**config.mk**
```make
export PLATFORM = sky130hd
export DESIGN_NAME = scan_master
export DESIGN_NICKNAME = d
export VERILOG_FILES = /design/src/rtl/scan_master.sv
export SDC_FILE = /design/constraint.sdc
export NUM_CORES = 1
export LEC_CHECK = 0
export ABC_AREA = 1
export BUFFER_PORTS_ARGS = -buffer_cell sky130_fd_sc_hd__buf_4
export CAP_MARGIN = 20
export CORE_UTILIZATION = 35
export CTS_CLUSTER_DIAMETER = 150
export CTS_CLUSTER_SIZE = 25
export DETAILED_ROUTE_END_ITERATION = 8
export MAX_ROUTING_LAYER = met4
export SETUP_SLACK_MARGIN = 0.02
export SLEW_MARGIN = 20
export SYNTH_ARGS = -nofsm -noshare
export SYNTH_HDL_FRONTEND = slang
export SYNTH_SLANG_ARGS = --single-unit
export TNS_END_PERCENT = 10
```
**constraint.sdc**
```tcl
create_clock -name clk -period 1.2 [get_ports clk]
set_input_delay 0.24 -clock clk [delete_from_list [all_inputs] [get_ports clk]]
set_output_delay 0.24 -clock clk [all_outputs]
set_load 0.05 [all_outputs]
```
**src/rtl/scan_master.sv**
```systemverilog
// scan_master: drives an N-bit scan chain, shifting a pattern in and the captured
// parallel data out in one transaction of exactly N shift cycles.
module scan_master #(
    parameter int N = 4
) (
    input  logic         clk,
    input  logic         rst_n,
    input  logic         start,
    input  logic [0:N-1] wdata,
    output logic         busy,
    output logic         done,
    output logic [0:N-1] rdata,
    output logic         scan_test,
    output logic         scan_in,
    input  logic         scan_out
);
    localparam int KW = $clog2(N);
    typedef enum logic [1:0] {IDLE, SHIFT, DONE} state_t;
    state_t state_q, state_d;
    logic [KW-1:0] k_q, k_d, idx;
    logic [0:N-1] wreg_q, wreg_d, rdata_q, rdata_d;
    logic shifting, last;
    assign shifting = state_q == SHIFT;
    assign last = k_q == KW'(N - 1);
    // Bit N-1-k is both the next pattern bit to send and the chain bit arriving now.
    assign idx = KW'(N - 1) - k_q;
    always_ff @(posedge clk or negedge rst_n) begin
        if (!rst_n) begin
            state_q <= IDLE;
            k_q     <= '0;
            wreg_q  <= '0;
            rdata_q <= '0;
        end else begin
            state_q <= state_d;
            k_q     <= k_d;
            wreg_q  <= wreg_d;
            rdata_q <= rdata_d;
        end
    end
    always_comb begin
        state_d = state_q == IDLE ? (start ? SHIFT : IDLE) :
                  shifting        ? (last ? DONE : SHIFT) : IDLE;
        wreg_d  = (state_q == IDLE && start) ? wdata : wreg_q;
        k_d     = shifting ? k_q + KW'(1) : '0;
        rdata_d = rdata_q;
        if (shifting) rdata_d[idx] = scan_out;
    end
    assign busy      = shifting;
    assign scan_test = shifting;
    assign scan_in   = shifting & wreg_q[idx];
    assign done      = state_q == DONE;
    assign rdata     = rdata_q;
endmodule

```
* Word-level counts from Yosys, hierarchy flattened
Index checks and enable logic that the tools add are counted.
** Operators by class
- Add/sub/neg operators :: 2
- $lt $le $gt $ge :: 2
- Eq/ne operators :: 3
- Mux-type cells :: 11
- Bitwise gates (word level) :: 2
- Reductions and logical operators :: 3
** Operator list (number)
- $mux 2 :: 4
- $bwmux 4 :: 1
- $eq 2x2->1 const B :: 2
- $mux 1 :: 4
- $ge 3x3->1 const B :: 1
- $lt 3x1->1 const B :: 1
- $not 2->3 :: 1
- $add 2x1->2 const B :: 1
- $bmux 1 s2 :: 1
- $demux 1 s2 :: 1
- $eq 2x1->1 const B :: 1
- $logic_and 1x1->1 :: 2
- $logic_not 2->1 :: 1
- $sub 2x2->2 const A :: 1
- $and 1x1->1 :: 1
** Word-level totals
- Flip-flop bits (word level) :: 12
- Input port bits :: 8
- Output and inout port bits :: 8
- Word-level logic and storage cells :: 27

* Longest topological paths before layout
Gate-level depths: netlist (run 1).
- Word-level depth :: 7
- Mapped depth :: 5

* Least setup slack after synthesis (run 1)
OpenSTA, ideal clock, no wires.
- Kind :: register -> output
- From :: reg state_q[1]
- To :: out scan_in
- Arrival :: 1.386 ns
- Data required time :: 0.960 ns
- Setup slack :: -0.426 ns
- Cell stages (with the launch flop) :: 4
- Buffers on the path :: 0
- Cell sequence :: dfrtp_1 > nor2_4 > inv_1 > a21oi_2
** On the way
- Longest elaborated chain between the ends :: 2
** Ends and longest elaborated chain
- start: declaration :: line 19 : state_t state_q, state_d;
- start signal: assignment :: line 34 : state_q <= state_d;
- $eq 2x1->1 :: line 23 : assign shifting = state_q == SHIFT;
- via busy :: line 10 : output logic busy,
- $and 1x1->1 :: line 50 : assign scan_in = shifting & wreg_q[idx];
- end: declaration :: line 14 : output logic scan_in,
The timed path passes the listed nets, and every way through them passes these cells.

* Worst setup path in the final report (run 1)
- From :: reg k_q[0]
- To :: out scan_in
** On the way
- Longest elaborated chain between the ends :: 6
** Ends and longest elaborated chain
- start: declaration :: line 20 : logic [KW-1:0] k_q, k_d, idx;
- start signal: assignment :: line 35 : k_q <= k_d;
- $sub 2x2->2 :: line 26 : assign idx = KW'(N - 1) - k_q;
- $not 2->3 (not written as such) :: line 50
- $bmux 1 s2 :: line 50
- $mux 1 (not written as such) (2 in series) :: line 50
- $and 1x1->1 :: line 50
No other way between the ends. The select of a mux whose other input is x is not followed.

==> results.sh, run 1 <==
export IMPL_hp_start="wdata[2]"
export IMPL_reg2reg_to="rdata[3]"
export IMPL_nets=100
export IMPL_pwr_share_comb_pct=63.4
export IMPL_vias=463
export IMPL_violations="negative setup slack"
export IMPL_area_delta_synth_final_pct=42.8
export IMPL_clk_root_buffer_cell="clkbuf_4"
export IMPL_synth_yosys_seq_area_share_pct=52.6
export IMPL_placed_area_um2=748
export IMPL_die_width_um=42.4
export IMPL_post_place_cells=98
export IMPL_path_buf_inv=2
export IMPL_maxCapViolCount=0
export IMPL_diodes=0
export IMPL_syn_area_um2=571
export IMPL_fmax_ghz=0.683
export IMPL_p_switching_mw=1.27
export IMPL_cts_tree="done"
export IMPL_power_density_nw_per_um2=3170
export IMPL_start_util_pct=37.9
export IMPL_rows=14
export IMPL_cts_made_buffers=3
export IMPL_layout_worst_path_cycle_share_pct=122
export IMPL_cp_arrival_ns=1.22
export IMPL_p_total_mw=2.58
export IMPL_power_frac_seq_pct=26.9
export IMPL_htree_levels=1
export IMPL_yosysUniqueCellTypes=14
export IMPL_synth_seq_cells=12
export IMPL_fin_cells=102
export IMPL_first_pass_iters=4
export IMPL_overflow=0
export IMPL_worst_setup_path_start_kind="register"
export IMPL_finalSetupViolCount=4
export IMPL_syn_nets=74
export IMPL_grt_use_total_pct=15.7
export IMPL_postSynthAreaPerCell_um2=9.20
export IMPL_cts_sinks=12
export IMPL_r2r_worst_path_cells=6
export IMPL_rrSetupSlack_ns=0.07
export IMPL_slew_headroom_pct=89.3
export IMPL_cp_slowest_cell="dfrtp_1"
export IMPL_cellLeakagePower_nw=0.434
export IMPL_r2r_start="k_q[0]"
export IMPL_drt_wl_total_mm=1.12
export IMPL_synth_cells=62
export IMPL_drt_iter0_markers=5
export IMPL_wl_per_cell_um=11.0
export IMPL_vias_per_cell=4.54
export IMPL_core_um2=1510
export IMPL_port_buffers=15
export IMPL_critical_path_top_delay_family="flip-flops"
export IMPL_path_clk_slew_ns=0.07
export IMPL_cp_end_kind="output pin"
export IMPL_cp_max_fo=4
export IMPL_setup_ws_ns=-0.264
export IMPL_cp_required_ns=0.96
export IMPL_rsz0062_at_grt="yes"
export IMPL_grt_pass1_vias=474
export IMPL_drc=0
export IMPL_antenna_found_initial=0
export IMPL_outcome="finished with violations"
export IMPL_final_cell_mix="buf_4, dfrtp_1, nand2_1"
export IMPL_skew_ns=0.00220
export IMPL_layout_commonest_cell="buf_4"
export IMPL_grt_max_degree=13
export IMPL_holdPathEnd="wreg_q[2]"
export IMPL_hold_depth=3
export IMPL_ant_nets=0
export IMPL_clkPwrFrac_pct=9.6
export IMPL_post_cts_setup_buffers=0
export IMPL_ir_worst_vdd_v=0.00135
export IMPL_grt_pass1_wl_mm=1.99
export IMPL_floorplan_die_area_um2=1800
export IMPL_num_io_pins=16
export IMPL_place_hpwl_um=854
export IMPL_p_int_mw=1.31
export IMPL_crit_chain="inv_2 -> nand2_2 -> nand3_2 -> a21oi_4 -> buf_6"
export IMPL_crit_type="register to output pin"
export IMPL_hold_violations=0
export IMPL_yosys_warnings=0
export IMPL_crit_path_max_incr_delay_ns=0.42
export IMPL_clk_latency_ns=0.27
export IMPL_gp_congestion=0.791
export IMPL_layout_drive_gt1_share_pct=41.9
export IMPL_cts_buffer_depth=2
export IMPL_worstMarginPinSlew_ns=0.161
export IMPL_setup_tns_ns=-0.687
export IMPL_die_h_um=42.4
export IMPL_hold_class="input pin to register"
export IMPL_slew_violations=0
export IMPL_switching_share_pct=49.1
export IMPL_postLayoutCellArea_um2=815
export IMPL_finalCriticalPeriod_ns=1.46
-- power by group through the flow --
stage / clock [mW] / sequential (mW) / combinational [mW]
finish: 0.249 / 0.696 / 1.64
global placement: 0 / 0.683 / 1.51
global route: 0.276 / 0.721 / 1.76
detailed placement: 0 / 0.697 / 1.53
floorplan: 0 / 0.922 / 0.824
CTS: 0.254 / 0.693 / 1.62
-- repair_timing --
| action | CTS | global route |
|---|---|---|
| cloned | 0 | 0 |
| hold buffers | 1 | 0 |
| gates resized for setup | 7 | 3 |
| pin swaps | 2 | 2 |
| hold endpoints to repair | 12 | 0 |
| endpoints found under the setup margin | 4 | 6 |
-- flip-flops by register name, indices dropped and copies added, names as in the netlist --
| signal | count |
|---|---|
| state_q | 2 |
| k_q | 2 |
| rdata | 4 |
| wreg_q | 4 |
-- cells in the mapped netlist, drive strengths merged --
cell   count  share of area, %
nand3      3               4.8
ha         4               8.8
buf        1               1.3
nand2     12               7.9
nor2       8               6.6
dfrtp     12                53
o21ai      5               5.0
inv       12               7.9
a21oi      5               5.0
-- worst max path at each step --
stage / slack, ns / startpoint / depth (start not counted) / end
6_report: -0.26 / k_q[0] / 5 / scan_in
2_1_floorplan: -0.25 / state_q[0] / 4 / scan_in
3_5_place_dp: -0.02 / k_q[0] / 5 / scan_in
4_1_cts: -0.25 / k_q[0] / 4 / scan_in
3_3_place_gp: 0.02 / k_q[0] / 5 / scan_in
5_1_grt: -0.32 / k_q[0] / 5 / scan_in
-- cell families (layout without fill, tap and decap cells) --
family / Yosys count / after routing / share of synthesized area, %
buffers and inverters: 13 / 37 / 9.21
flip-flops: 12 / 12 / 52.6
AO/OA/AOI/OAI: 10 / 10 / 10.1
adder cells (fa/ha/maj): 4 / 4 / 8.77
AND/OR/NAND/NOR: 23 / 23 / 19.3
-- worst register-to-register path: stages, from the launching register on --
cell     delay (ns)
dfrtp_1        0.42
inv_2          0.08
buf_4          0.14
ha_1           0.18
nand2_1        0.10
nand2_1        0.08
o21ai_2        0.06
-- area by class of cell --
type                    instances  area (um2)
repair buffers                 22         183
inverters                      12        45.0
fillers                       142         692
flip-flops and latches         12         300
clock buffers                   3        22.5
well taps                      16        20.0
multi-input cells              37         244
-- through the flow --
stage | worst slack (ns) | hold slack [ns] | utilization, %
2_1_floorplan | -0.245 | -0.0556 | -
3_3_place_gp | 0.0184 | 0.0869 | 49.7
3_5_place_dp | -0.0198 | 0.0890 | 49.7
4_1_cts | -0.250 | 0.207 | 53.4
5_1_grt | -0.320 | 0.225 | 54.1
6_report | -0.264 | 0.212 | 54.1
-- layer usage --
| metal | global-route usage [%] | wire [um] | up-vias |
|---|---|---|---|
| li1 | - | - | 237 |
| met1 | 18.3 | 488 | 213 |
| met2 | 25.2 | 575 | 9 |
| met3 | 1.29 | 29 | 4 |
| met4 | 11.3 | 27 | 0 |
| met5 | - | 0 | - |
(Power assumes the default switching activity.)
==> run 2: changes to the inputs <==
- CORE_ASPECT_RATIO: not set -> 0.8
==> run 2 against run 1 <==
The run still ends with negative setup slack left. Fmax is 3.3% higher. Clock skew increased by 0.0030 ns. Design area grew 7.7%. First-iteration DRC count fell by 80%. Critical path depth stayed put. Core utilization increased by 6.2 points. Via count grew 1.3%. Total power increased by 6.7%. Largest power group unchanged. Highest routed layer is now met3.
==> results.sh, run 2 (synthesis gave the netlist of run 1 again) <==
export IMPL_setup_ws_ns=-0.217
export IMPL_ir_worst_vdd_v=0.00162
export IMPL_die_h_um=38.1
export IMPL_r2r_worst_path_cells=7
export IMPL_overflow=0
export IMPL_p_int_mw=1.44
export IMPL_clkPwrFrac_pct=8.4
export IMPL_skew_ns=0.00516
export IMPL_port_buffers=15
export IMPL_worst_setup_path_start_kind="register"
export IMPL_drc=0
export IMPL_vias=469
export IMPL_vias_per_cell=4.26
export IMPL_rsz0062_at_grt="yes"
export IMPL_diodes=0
export IMPL_cp_arrival_ns=1.18
export IMPL_crit_type="register to output pin"
export IMPL_power_frac_seq_pct=25.0
export IMPL_worstMarginPinSlew_ns=0.152
export IMPL_finalSetupViolCount=4
export IMPL_r2r_start="k_q[0]"
export IMPL_wl_per_cell_um=10.3
export IMPL_hold_class="input pin to register"
export IMPL_num_io_pins=16
export IMPL_layout_drive_gt1_share_pct=48.3
export IMPL_cp_required_ns=0.96
export IMPL_area_delta_synth_final_pct=53.7
export IMPL_violations="negative setup slack"
export IMPL_gp_congestion=0.769
export IMPL_layout_commonest_cell="buf_4"
export IMPL_die_width_um=47.1
export IMPL_placed_area_um2=747
export IMPL_first_pass_iters=4
export IMPL_reg2reg_to="rdata[1]"
export IMPL_finalCriticalPeriod_ns=1.42
export IMPL_slew_headroom_pct=89.8
export IMPL_cp_end_kind="output pin"
export IMPL_clk_latency_ns=0.27
export IMPL_start_util_pct=39.2
export IMPL_final_cell_mix="buf_4, dfrtp_1, inv_1"
export IMPL_grt_use_total_pct=16.3
export IMPL_wl_met3_um=52
export IMPL_fmax_ghz=0.706
export IMPL_rrSetupSlack_ns=0.06
export IMPL_cp_max_fo=4
export IMPL_drt_wl_total_mm=1.14
export IMPL_cts_sinks=12
export IMPL_hp_start="wdata[3]"
export IMPL_path_clk_slew_ns=0.07
export IMPL_htree_levels=1
export IMPL_hold_depth=3
export IMPL_ant_nets=0
export IMPL_pwr_share_comb_pct=66.6
export IMPL_cellLeakagePower_nw=0.452
export IMPL_wl_met1_um=522
export IMPL_cts_buffer_depth=2
export IMPL_nets=103
export IMPL_hold_ws_ns=0.231
export IMPL_core_um2=1460
export IMPL_cts_made_buffers=3
export IMPL_outcome="finished with violations"
export IMPL_drt_iter0_markers=1
export IMPL_grt_max_degree=13
export IMPL_p_switching_mw=1.31
export IMPL_holdPathEnd="wreg_q[3]"
export IMPL_postLayoutCellArea_um2=877
export IMPL_layout_worst_path_cycle_share_pct=118
export IMPL_slew_violations=0
export IMPL_hold_violations=0
export IMPL_wl_met2_um=564
export IMPL_grt_pass1_vias=398
export IMPL_maxCapViolCount=0
export IMPL_floorplan_die_area_um2=1800
export IMPL_grt_pass1_wl_mm=1.80
export IMPL_antenna_found_initial=0
export IMPL_switching_share_pct=47.6
export IMPL_place_hpwl_um=760
export IMPL_clk_root_buffer_cell="clkbuf_4"
export IMPL_rows=12
export IMPL_top_layer_used="met3"
export IMPL_power_density_nw_per_um2=3140
export IMPL_setup_tns_ns=-0.606
export IMPL_cts_tree="done"
## run 2: cell count changes in the layout (fill, tap and decap cells not counted)
cell     before  now
nand2_2       2    4
nand2_1      10    8
buf_4        17   18
o21ai_1       3    4
ha_4          0    1
ha_2          0    2
buf_8         0    2
ha_1          4    1
o21ai_2       2    1
## run 2: per-stage QoR
stage          instances  utilization [%]  total power [mW]  setup WS, ns
6_report             110             60.2              2.75        -0.217
5_1_grt              110             60.2              2.94        -0.287
4_1_cts              109             56.5              2.59        -0.223
3_5_place_dp         102             51.3              2.20      -0.00427
3_3_place_gp         102             51.3              2.18        0.0214
2_1_floorplan         62                -              1.75        -0.245
## run 2: layout make-up
type,count,area (um2)
clock buffers,3,22.5
inverters,12,45.0
flip-flops and latches,12,300
repair buffers,25,220
fillers,127,579
well taps,21,26.3
multi-input cells,37,263
## run 2: metal layers
| layer | up-vias | global-route usage (%) |
|---|---|---|
| li1 | 246 | - |
| met1 | 211 | 19.7 |
| met2 | 12 | 22.9 |
| met3 | 0 | 8.49 |
| met4 | 0 | 6.43 |
| met5 | - | - |
## run 2: worst max path at each step
stage | from | end | slack [ns]
floorplan | state_q[0] | scan_in | -0.25
global placement | k_q[0] | scan_in | 0.02
detailed placement | k_q[0] | scan_in | -0.004
CTS | k_q[0] | scan_in | -0.22
global route | k_q[1] | scan_in | -0.29
finish | k_q[0] | scan_in | -0.22
## run 2: what timing repair did
action / 4_1_cts / 5_1_grt
hold buffers: 1 / 0
resized for setup: 6 / 13
endpoints found under the hold margin: 12 / 0
setup buffers: 3 / 1
setup endpoints to repair: 4 / 10
pin swaps: 2 / 5
cloned: 0 / 0
## run 2: worst max-delay path, stage by stage (launching register included)
cell and delay (ns):
dfrtp_1 0.39, inv_2 0.07, nand2_2 0.06, nand3_2 0.08, a21oi_4 0.15, buf_6 0.16
## run 2: power by group through the flow
| stage | clock network (mW) | registers [mW] | logic, mW |
|---|---|---|---|
| 2_1_floorplan | 0 | 0.922 | 0.824 |
| 3_3_place_gp | 0 | 0.687 | 1.50 |
| 3_5_place_dp | 0 | 0.695 | 1.50 |
| 4_1_cts | 0.244 | 0.687 | 1.66 |
| 5_1_grt | 0.265 | 0.709 | 1.96 |
| 6_report | 0.231 | 0.688 | 1.84 |
